[src/rtl/constraint_sampler_pkg.sv]
// constraint_sampler_pkg: shared operator/state enums and LFSR step for the sampler
package constraint_sampler_pkg;

    typedef enum logic [2:0] {
        OP_ADD, OP_SUB, OP_AND, OP_OR, OP_XOR, OP_SHL, OP_SHR, OP_NOT
    } op_e;

    typedef enum logic [1:0] {IDLE, GEN, CHECK, DONE} state_e;

    // x^64+x^63+x^61+x^60+1 -> feedback from bits 63, 62, 60, 59
    localparam logic [63:0] LFSR_TAPS = 64'hD800_0000_0000_0000;

    function automatic logic [63:0] lfsr_next(input logic [63:0] s);
        return {s[62:0], ^(s & LFSR_TAPS)};
    endfunction

endpackage

[src/rtl/constraint_sampler_if.sv]
// constraint_sampler_if: request/config/result bundle between a requester and the sampler
interface constraint_sampler_if #(
    parameter int NUM_VARS  = 5,
    parameter int VAR_W     = 6,
    parameter int NUM_CONS  = 8,
    parameter int MAX_TRIES = 256
);
    localparam int IDX_W = NUM_VARS > 1 ? $clog2(NUM_VARS) : 1;
    localparam int TRY_W = $clog2(MAX_TRIES + 1);

    logic                          req_valid;
    logic                          req_ready;
    logic [63:0]                   cfg_seed;
    logic [NUM_CONS-1:0]           cfg_en;
    logic [NUM_CONS*3-1:0]         cfg_op;
    logic [NUM_CONS*IDX_W-1:0]     cfg_a;
    logic [NUM_CONS*IDX_W-1:0]     cfg_b;
    logic                          out_valid;
    logic                          out_ready;
    logic [NUM_VARS*VAR_W-1:0]     out_vars;
    logic                          out_ok;
    logic [TRY_W-1:0]              out_tries;

    modport master (
        output req_valid, cfg_seed, cfg_en, cfg_op, cfg_a, cfg_b, out_ready,
        input  req_ready, out_valid, out_vars, out_ok, out_tries
    );

    modport slave (
        input  req_valid, cfg_seed, cfg_en, cfg_op, cfg_a, cfg_b, out_ready,
        output req_ready, out_valid, out_vars, out_ok, out_tries
    );

endinterface

[src/rtl/constraint_sampler_eval.sv]
// constraint_eval: combinational check of one constraint, met when the operator result is non-zero
module constraint_eval
    import constraint_sampler_pkg::*;
#(
    parameter int VAR_W = 6
) (
    input  logic [VAR_W-1:0] a,
    input  logic [VAR_W-1:0] b,
    input  op_e              op,
    output logic             met
);
    logic [VAR_W:0] sum;

    assign sum = {1'b0, a} + {1'b0, b};

    // logical shifts by VAR_W or more already yield zero
    always_comb begin
        case (op)
            OP_ADD:  met = |sum;
            OP_SUB:  met = |(a - b);
            OP_AND:  met = |(a & b);
            OP_OR:   met = |(a | b);
            OP_XOR:  met = |(a ^ b);
            OP_SHL:  met = |(a << b);
            OP_SHR:  met = |(a >> b);
            default: met = |(~a);
        endcase
    end

endmodule

[src/rtl/constraint_sampler.sv]
// constraint_sampler: LFSR-driven rejection sampler that retries candidates until all enabled constraints hold
module constraint_sampler
    import constraint_sampler_pkg::*;
#(
    parameter int NUM_VARS  = 5,
    parameter int VAR_W     = 6,
    parameter int NUM_CONS  = 8,
    parameter int MAX_TRIES = 256
) (
    input logic                 clk,
    input logic                 rst_n,
    constraint_sampler_if.slave bus
);
    localparam int IDX_W = NUM_VARS > 1 ? $clog2(NUM_VARS) : 1;
    localparam int TRY_W = $clog2(MAX_TRIES + 1);
    localparam int VEC_W = NUM_VARS * VAR_W;

    if (VEC_W > 64 || MAX_TRIES < 1) begin : g_bad_params
        $fatal(1, "constraint_sampler: need NUM_VARS*VAR_W <= 64 and MAX_TRIES >= 1");
    end

    state_e                    state;
    logic [63:0]               lfsr;
    logic [63:0]               nxt;
    logic [NUM_CONS-1:0]       en;
    logic [NUM_CONS*3-1:0]     op;
    logic [NUM_CONS*IDX_W-1:0] ia;
    logic [NUM_CONS*IDX_W-1:0] ib;
    logic [VEC_W-1:0]          vars;
    logic                      ok;
    logic [TRY_W-1:0]          tries;
    logic                      rdy;
    logic                      vld;
    logic [NUM_CONS-1:0]       met;
    logic                      all_met;

    assign nxt     = lfsr_next(lfsr);
    assign all_met = &(met | ~en);

    // an index past the last variable shifts everything out and reads as zero
    for (genvar c = 0; c < NUM_CONS; c++) begin : g_con
        logic [IDX_W-1:0] xa;
        logic [IDX_W-1:0] xb;
        assign xa = ia[c*IDX_W +: IDX_W];
        assign xb = ib[c*IDX_W +: IDX_W];
        constraint_eval #(.VAR_W(VAR_W)) u_eval (
            .a   (VAR_W'(vars >> (xa * VAR_W))),
            .b   (VAR_W'(vars >> (xb * VAR_W))),
            .op  (op_e'(op[c*3 +: 3])),
            .met (met[c])
        );
    end

    always_ff @(posedge clk or negedge rst_n) begin
        if (!rst_n) begin
            state <= IDLE;
            lfsr  <= 64'd1;
            en    <= '0;
            op    <= '0;
            ia    <= '0;
            ib    <= '0;
            vars  <= '0;
            ok    <= 1'b0;
            tries <= '0;
            rdy   <= 1'b1;
            vld   <= 1'b0;
        end else begin
            case (state)
                IDLE: if (bus.req_valid) begin
                    state <= GEN;
                    rdy   <= 1'b0;
                    lfsr  <= bus.cfg_seed == 64'd0 ? 64'd1 : bus.cfg_seed;
                    en    <= bus.cfg_en;
                    op    <= bus.cfg_op;
                    ia    <= bus.cfg_a;
                    ib    <= bus.cfg_b;
                    tries <= '0;
                end
                GEN: begin
                    state <= CHECK;
                    lfsr  <= nxt;
                    vars  <= nxt[VEC_W-1:0];
                    tries <= tries + 1'b1;
                end
                CHECK: if (all_met || tries == TRY_W'(MAX_TRIES)) begin
                    state <= DONE;
                    ok    <= all_met;
                    vld   <= 1'b1;
                end else begin
                    state <= GEN;
                end
                DONE: if (bus.out_ready) begin
                    state <= IDLE;
                    vld   <= 1'b0;
                    rdy   <= 1'b1;
                end
            endcase
        end
    end

    assign bus.req_ready = rdy;
    assign bus.out_valid = vld;
    assign bus.out_vars  = vars;
    assign bus.out_ok    = ok;
    assign bus.out_tries = tries;

endmodule

[src/flat_wrapper.sv]
// flat-port wrapper written by rule: the top's interface ports become plain ports
module constraint_sampler_flat import constraint_sampler_pkg::*;
#(
    parameter int NUM_VARS  = 5,
    parameter int VAR_W     = 6,
    parameter int NUM_CONS  = 8,
    parameter int MAX_TRIES = 256
)
  (clk, rst_n, bus_req_valid, bus_cfg_seed, bus_cfg_en, bus_cfg_op, bus_cfg_a, bus_cfg_b, bus_out_ready, bus_req_ready, bus_out_valid, bus_out_vars, bus_out_ok, bus_out_tries);
  constraint_sampler_if #(.NUM_VARS(NUM_VARS), .VAR_W(VAR_W), .NUM_CONS(NUM_CONS), .MAX_TRIES(MAX_TRIES)) bus_i ();
  input logic clk;
  input logic rst_n;
  input wire logic [$bits(bus_i.req_valid)-1:0] bus_req_valid;
  input wire logic [$bits(bus_i.cfg_seed)-1:0] bus_cfg_seed;
  input wire logic [$bits(bus_i.cfg_en)-1:0] bus_cfg_en;
  input wire logic [$bits(bus_i.cfg_op)-1:0] bus_cfg_op;
  input wire logic [$bits(bus_i.cfg_a)-1:0] bus_cfg_a;
  input wire logic [$bits(bus_i.cfg_b)-1:0] bus_cfg_b;
  input wire logic [$bits(bus_i.out_ready)-1:0] bus_out_ready;
  output wire logic [$bits(bus_i.req_ready)-1:0] bus_req_ready;
  output wire logic [$bits(bus_i.out_valid)-1:0] bus_out_valid;
  output wire logic [$bits(bus_i.out_vars)-1:0] bus_out_vars;
  output wire logic [$bits(bus_i.out_ok)-1:0] bus_out_ok;
  output wire logic [$bits(bus_i.out_tries)-1:0] bus_out_tries;
  assign bus_i.req_valid = bus_req_valid;
  assign bus_i.cfg_seed = bus_cfg_seed;
  assign bus_i.cfg_en = bus_cfg_en;
  assign bus_i.cfg_op = bus_cfg_op;
  assign bus_i.cfg_a = bus_cfg_a;
  assign bus_i.cfg_b = bus_cfg_b;
  assign bus_i.out_ready = bus_out_ready;
  assign bus_req_ready = bus_i.req_ready;
  assign bus_out_valid = bus_i.out_valid;
  assign bus_out_vars = bus_i.out_vars;
  assign bus_out_ok = bus_i.out_ok;
  assign bus_out_tries = bus_i.out_tries;
  constraint_sampler #(.NUM_VARS(NUM_VARS), .VAR_W(VAR_W), .NUM_CONS(NUM_CONS), .MAX_TRIES(MAX_TRIES)) u_core (.clk(clk), .rst_n(rst_n), .bus(bus_i));
endmodule
[config.mk]
export PLATFORM = sky130hd
export DESIGN_NAME = constraint_sampler_flat
export DESIGN_NICKNAME = d
export VERILOG_FILES = /design/src/rtl/constraint_sampler_pkg.sv /design/src/rtl/constraint_sampler_if.sv /design/src/rtl/constraint_sampler_eval.sv /design/src/rtl/constraint_sampler.sv /design/src/flat_wrapper.sv
export SDC_FILE = /design/constraint.sdc
export NUM_CORES = 1
export LEC_CHECK = 0
export CORE_MARGIN = 8
export CORE_UTILIZATION = 50
export DETAILED_ROUTE_END_ITERATION = 7
export PLACE_DENSITY = 0.79
export RECOVER_POWER = 100
export SLEW_MARGIN = 20
export SYNTH_ARGS = -nofsm -noshare
export SYNTH_HDL_FRONTEND = slang
export SYNTH_SLANG_ARGS = --single-unit
[constraint.sdc]
create_clock -name clk -period 4.2 [get_ports clk]
set_input_delay 1.26 -clock clk [delete_from_list [all_inputs] [get_ports clk]]
set_output_delay 1.26 -clock clk [all_outputs]
set_load 0.02 [all_outputs]
==> impl_metrics.ini <==
[timing]
maxSlewViolCount = 375
setup_viol = 0
final_hold_viol_count = 0
post-route-period-util_pct = 98.6
period_needed_ps = 4140
slew_headroom_pct = -64.9
tightest_slew_ps = 2470
skew_ps = 13.2
fmax_mhz = 241

[grt]
antenna_found_initial = 0
grt_pass1_wl_um = 94800
grt_use_total_pct = 28.4
grt_pass1_vias = 17318
grt_max_degree = 156
grt_overflow = 0

[route]
firstDrtPassIters = 6
drtAntennaViolNets = 0
routed_wl_um = 59000
wl_per_cell_um = 21.0
vias = 17380
vias_per_cell = 6.18
initialDrtViolationCount = 1869
drcViolationCount = 0

[final_layout]
seqCellArea_um2 = 4740
post-route-util_pct = 60.5
final_cell_mix = nand2_1 (491), mux2i_1 (175), dfrtp_1 (161), clkdlybuf4s50_1 (152), ha_1 (138)
diodes = 0
finalInstanceArea_um2 = 20800
nNetsFinal = 2647
n_fill_cell = 3067
drive_above_1_share_pct = 10.5
multi_input_area_um2 = 11500
area_growth_pct = 20.0
layout_commonest_cell = nand2_1

[floorplan]
die_h_um = 202
io_pins = 190
num_rows = 68
dieArea_um2 = 40900
die_w_um = 202
coreArea_um2 = 34400
start_util_pct = 50.4

[logic_synthesis]
mappedNetlistArea_um2 = 17300
ys_seq_area_share_pct = 27.2
synth_cell_type_count = 90
syn_avg_cell_area_um2 = 7.96
async_flop_share_pct = 100
yosys_warnings = 0
synth-seq-cells = 188
ys.flop_type = dfrtp_1
syn_nets = 2478
syn_inst = 2176
synth_edf_count = 0

[clock_tree]
numCtsBuffers = 17
clk_pin_slew_ps = 80
cts_htree_levels = 4
cts_buffer_depth = 2
cts_hold_buf = 0
clkLatencyLatePin_ps = 470
cts_tree = built
cts_sinks = 188
cts_root_buf = clkbuf_16

[min_path]
holdPathStages = 2
hold_class = reg2reg

[worst_setup_path]
critPathCaptureType = flop
cp_max_fo = 8
start_kind = flop
required_ps = 4540
crit_arrival_ps = 4480
ff2ff_path_depth = 14
critPathKind = reg2reg

[power]
p_per_area_nw_per_um2 = 962
irDropWorstVdd_v = 0.000549
leakagePower_nw = 9.73
finalPower_mw = 20.0

[outcome]
failed_checks = capacitance limit, slew limit
status = complete, but fails checks

[placed_design]
placed_cell_area_um2 = 20100
place_congestion = 0.988
post-dp-hpwl_um = 43000
port_buffers = 189

[job]
cap_viol_max_count = 4
[stage by stage]
step | cells | hold WS (ps) | setup TNS, ps | worst slack (ps)
after CTS | 2808 | 488 | 0 | 46.4
final | 2813 | 486 | 0 | 57.5
after global placement | 2776 | 457 | 0 | 154
after detailed placement | 2776 | 463 | 0 | 36.5
after global routing | 2813 | 510 | -175 | -60.0
after floorplan | 2176 | 439 | 0 | 497
[critical path, cell delays in order (launching register included)]
cell and delay [ps]:
dfrtp_1 570, buf_4 270, mux2_2 290, a221oi_2 410, inv_1 160, ha_1 230
nor4_2 400, o2111ai_1 210, a2111oi_0 440, o21ai_0 150, mux2i_1 170, nor2_1 70
o41ai_2 330, buf_4 230, o32ai_2 100
[power by group]
part | switching (mW) | total [mW] | internal, mW
Clock | 0.897 | 1.70 | 0.808
Sequential | 1.85 | 4.49 | 2.64
Combinational | 7.81 | 13.8 | 5.99
[Yosys cell counts (all sizes together), types with 23 or more instances]
library cell | n | share of area, %
inv | 133 | 2.9
a21oi | 60 | 1.8
nor3 | 29 | 0.84
nand3 | 25 | 0.72
clkbuf | 114 | 2.5
a22oi | 64 | 2.8
dfrtp | 186 | 27
nand4 | 26 | 0.94
ha | 138 | 10
nor2b | 27 | 0.99
nor4 | 39 | 1.4
nor2 | 97 | 2.1
o22ai | 23 | 0.83
nand2b | 29 | 1.0
buf | 55 | 1.6
mux2i | 175 | 10
o21ai | 120 | 3.5
nand2 | 492 | 11
mux2 | 37 | 2.4
[state kept, by name (all words and copies together), names as in the netlist]
name and cells:
u_core.bus.out_tries 9, u_core.state 2, u_core.bus.out_ok 1, u_core.bus.req_ready 1, u_core.ia 24, u_core.en 8, u_core.op 24, u_core.ib 24
u_core.bus.out_valid 1, u_core.lfsr 64, u_core.bus.out_vars 30
[layer usage]
metal	track usage [%]	vias up	wire [um]
met5	0	-	0
met4	11.2	0	2240
met3	7.06	161	5590
met2	44.7	917	26500
met1	37.0	8305	24600
li1	-	7997	-
[timing repair]
item	4_1_cts	5_1_grt
gates resized for setup	1	39
buffers inserted	0	5
setup endpoints to repair	3	3
[final timing paths]
path                                               startpoint                                  to  slack [ps]
setup / recovery           u_core.bus.out_vars[9]$_DFFE_PN0P_       u_core.bus.out_ok$_DFFE_PN0P_          60
hold / removal                    u_core.lfsr[37]$_DFFE_PN0P_         u_core.lfsr[37]$_DFFE_PN0P_         490
setup reg to reg           u_core.bus.out_vars[9]$_DFFE_PN0P_       u_core.bus.out_ok$_DFFE_PN0P_          60
hold reg to reg                   u_core.lfsr[37]$_DFFE_PN0P_         u_core.lfsr[37]$_DFFE_PN0P_         490
max in group asynchronous                               rst_n  u_core.bus.out_vars[0]$_DFFE_PN0P_         910
min in group asynchronous                               rst_n            u_core.ia[6]$_DFFE_PN0P_        1500
[layout make-up]
| cell class | instances | area share, % |
|---|---|---|
| well taps | 455 | 2.74 |
| clock inverters | 14 | 0.836 |
| inverters | 133 | 2.40 |
| multi-input cells | 1686 | 55.1 |
| flip-flops and latches | 188 | 22.8 |
| clock buffers | 18 | 2.06 |
| repair buffers | 319 | 14.1 |
[cells by family (layout without fill, tap and decap cells)]
logic type | Yosys count | count (layout) | share of synthesized area (%)
AO/OA/AOI/OAI | 470 | 470 | 18.8
XOR/XNOR | 16 | 16 | 0.809
adder cells (fa/ha/maj) | 154 | 154 | 11.8
buffers and inverters | 302 | 484 | 6.97
flip-flops | 188 | 188 | 27.2
multiplexers | 213 | 213 | 12.6
AND/OR/NAND/NOR | 833 | 833 | 21.8
Note: power is estimated with default switching activity, not from simulation.
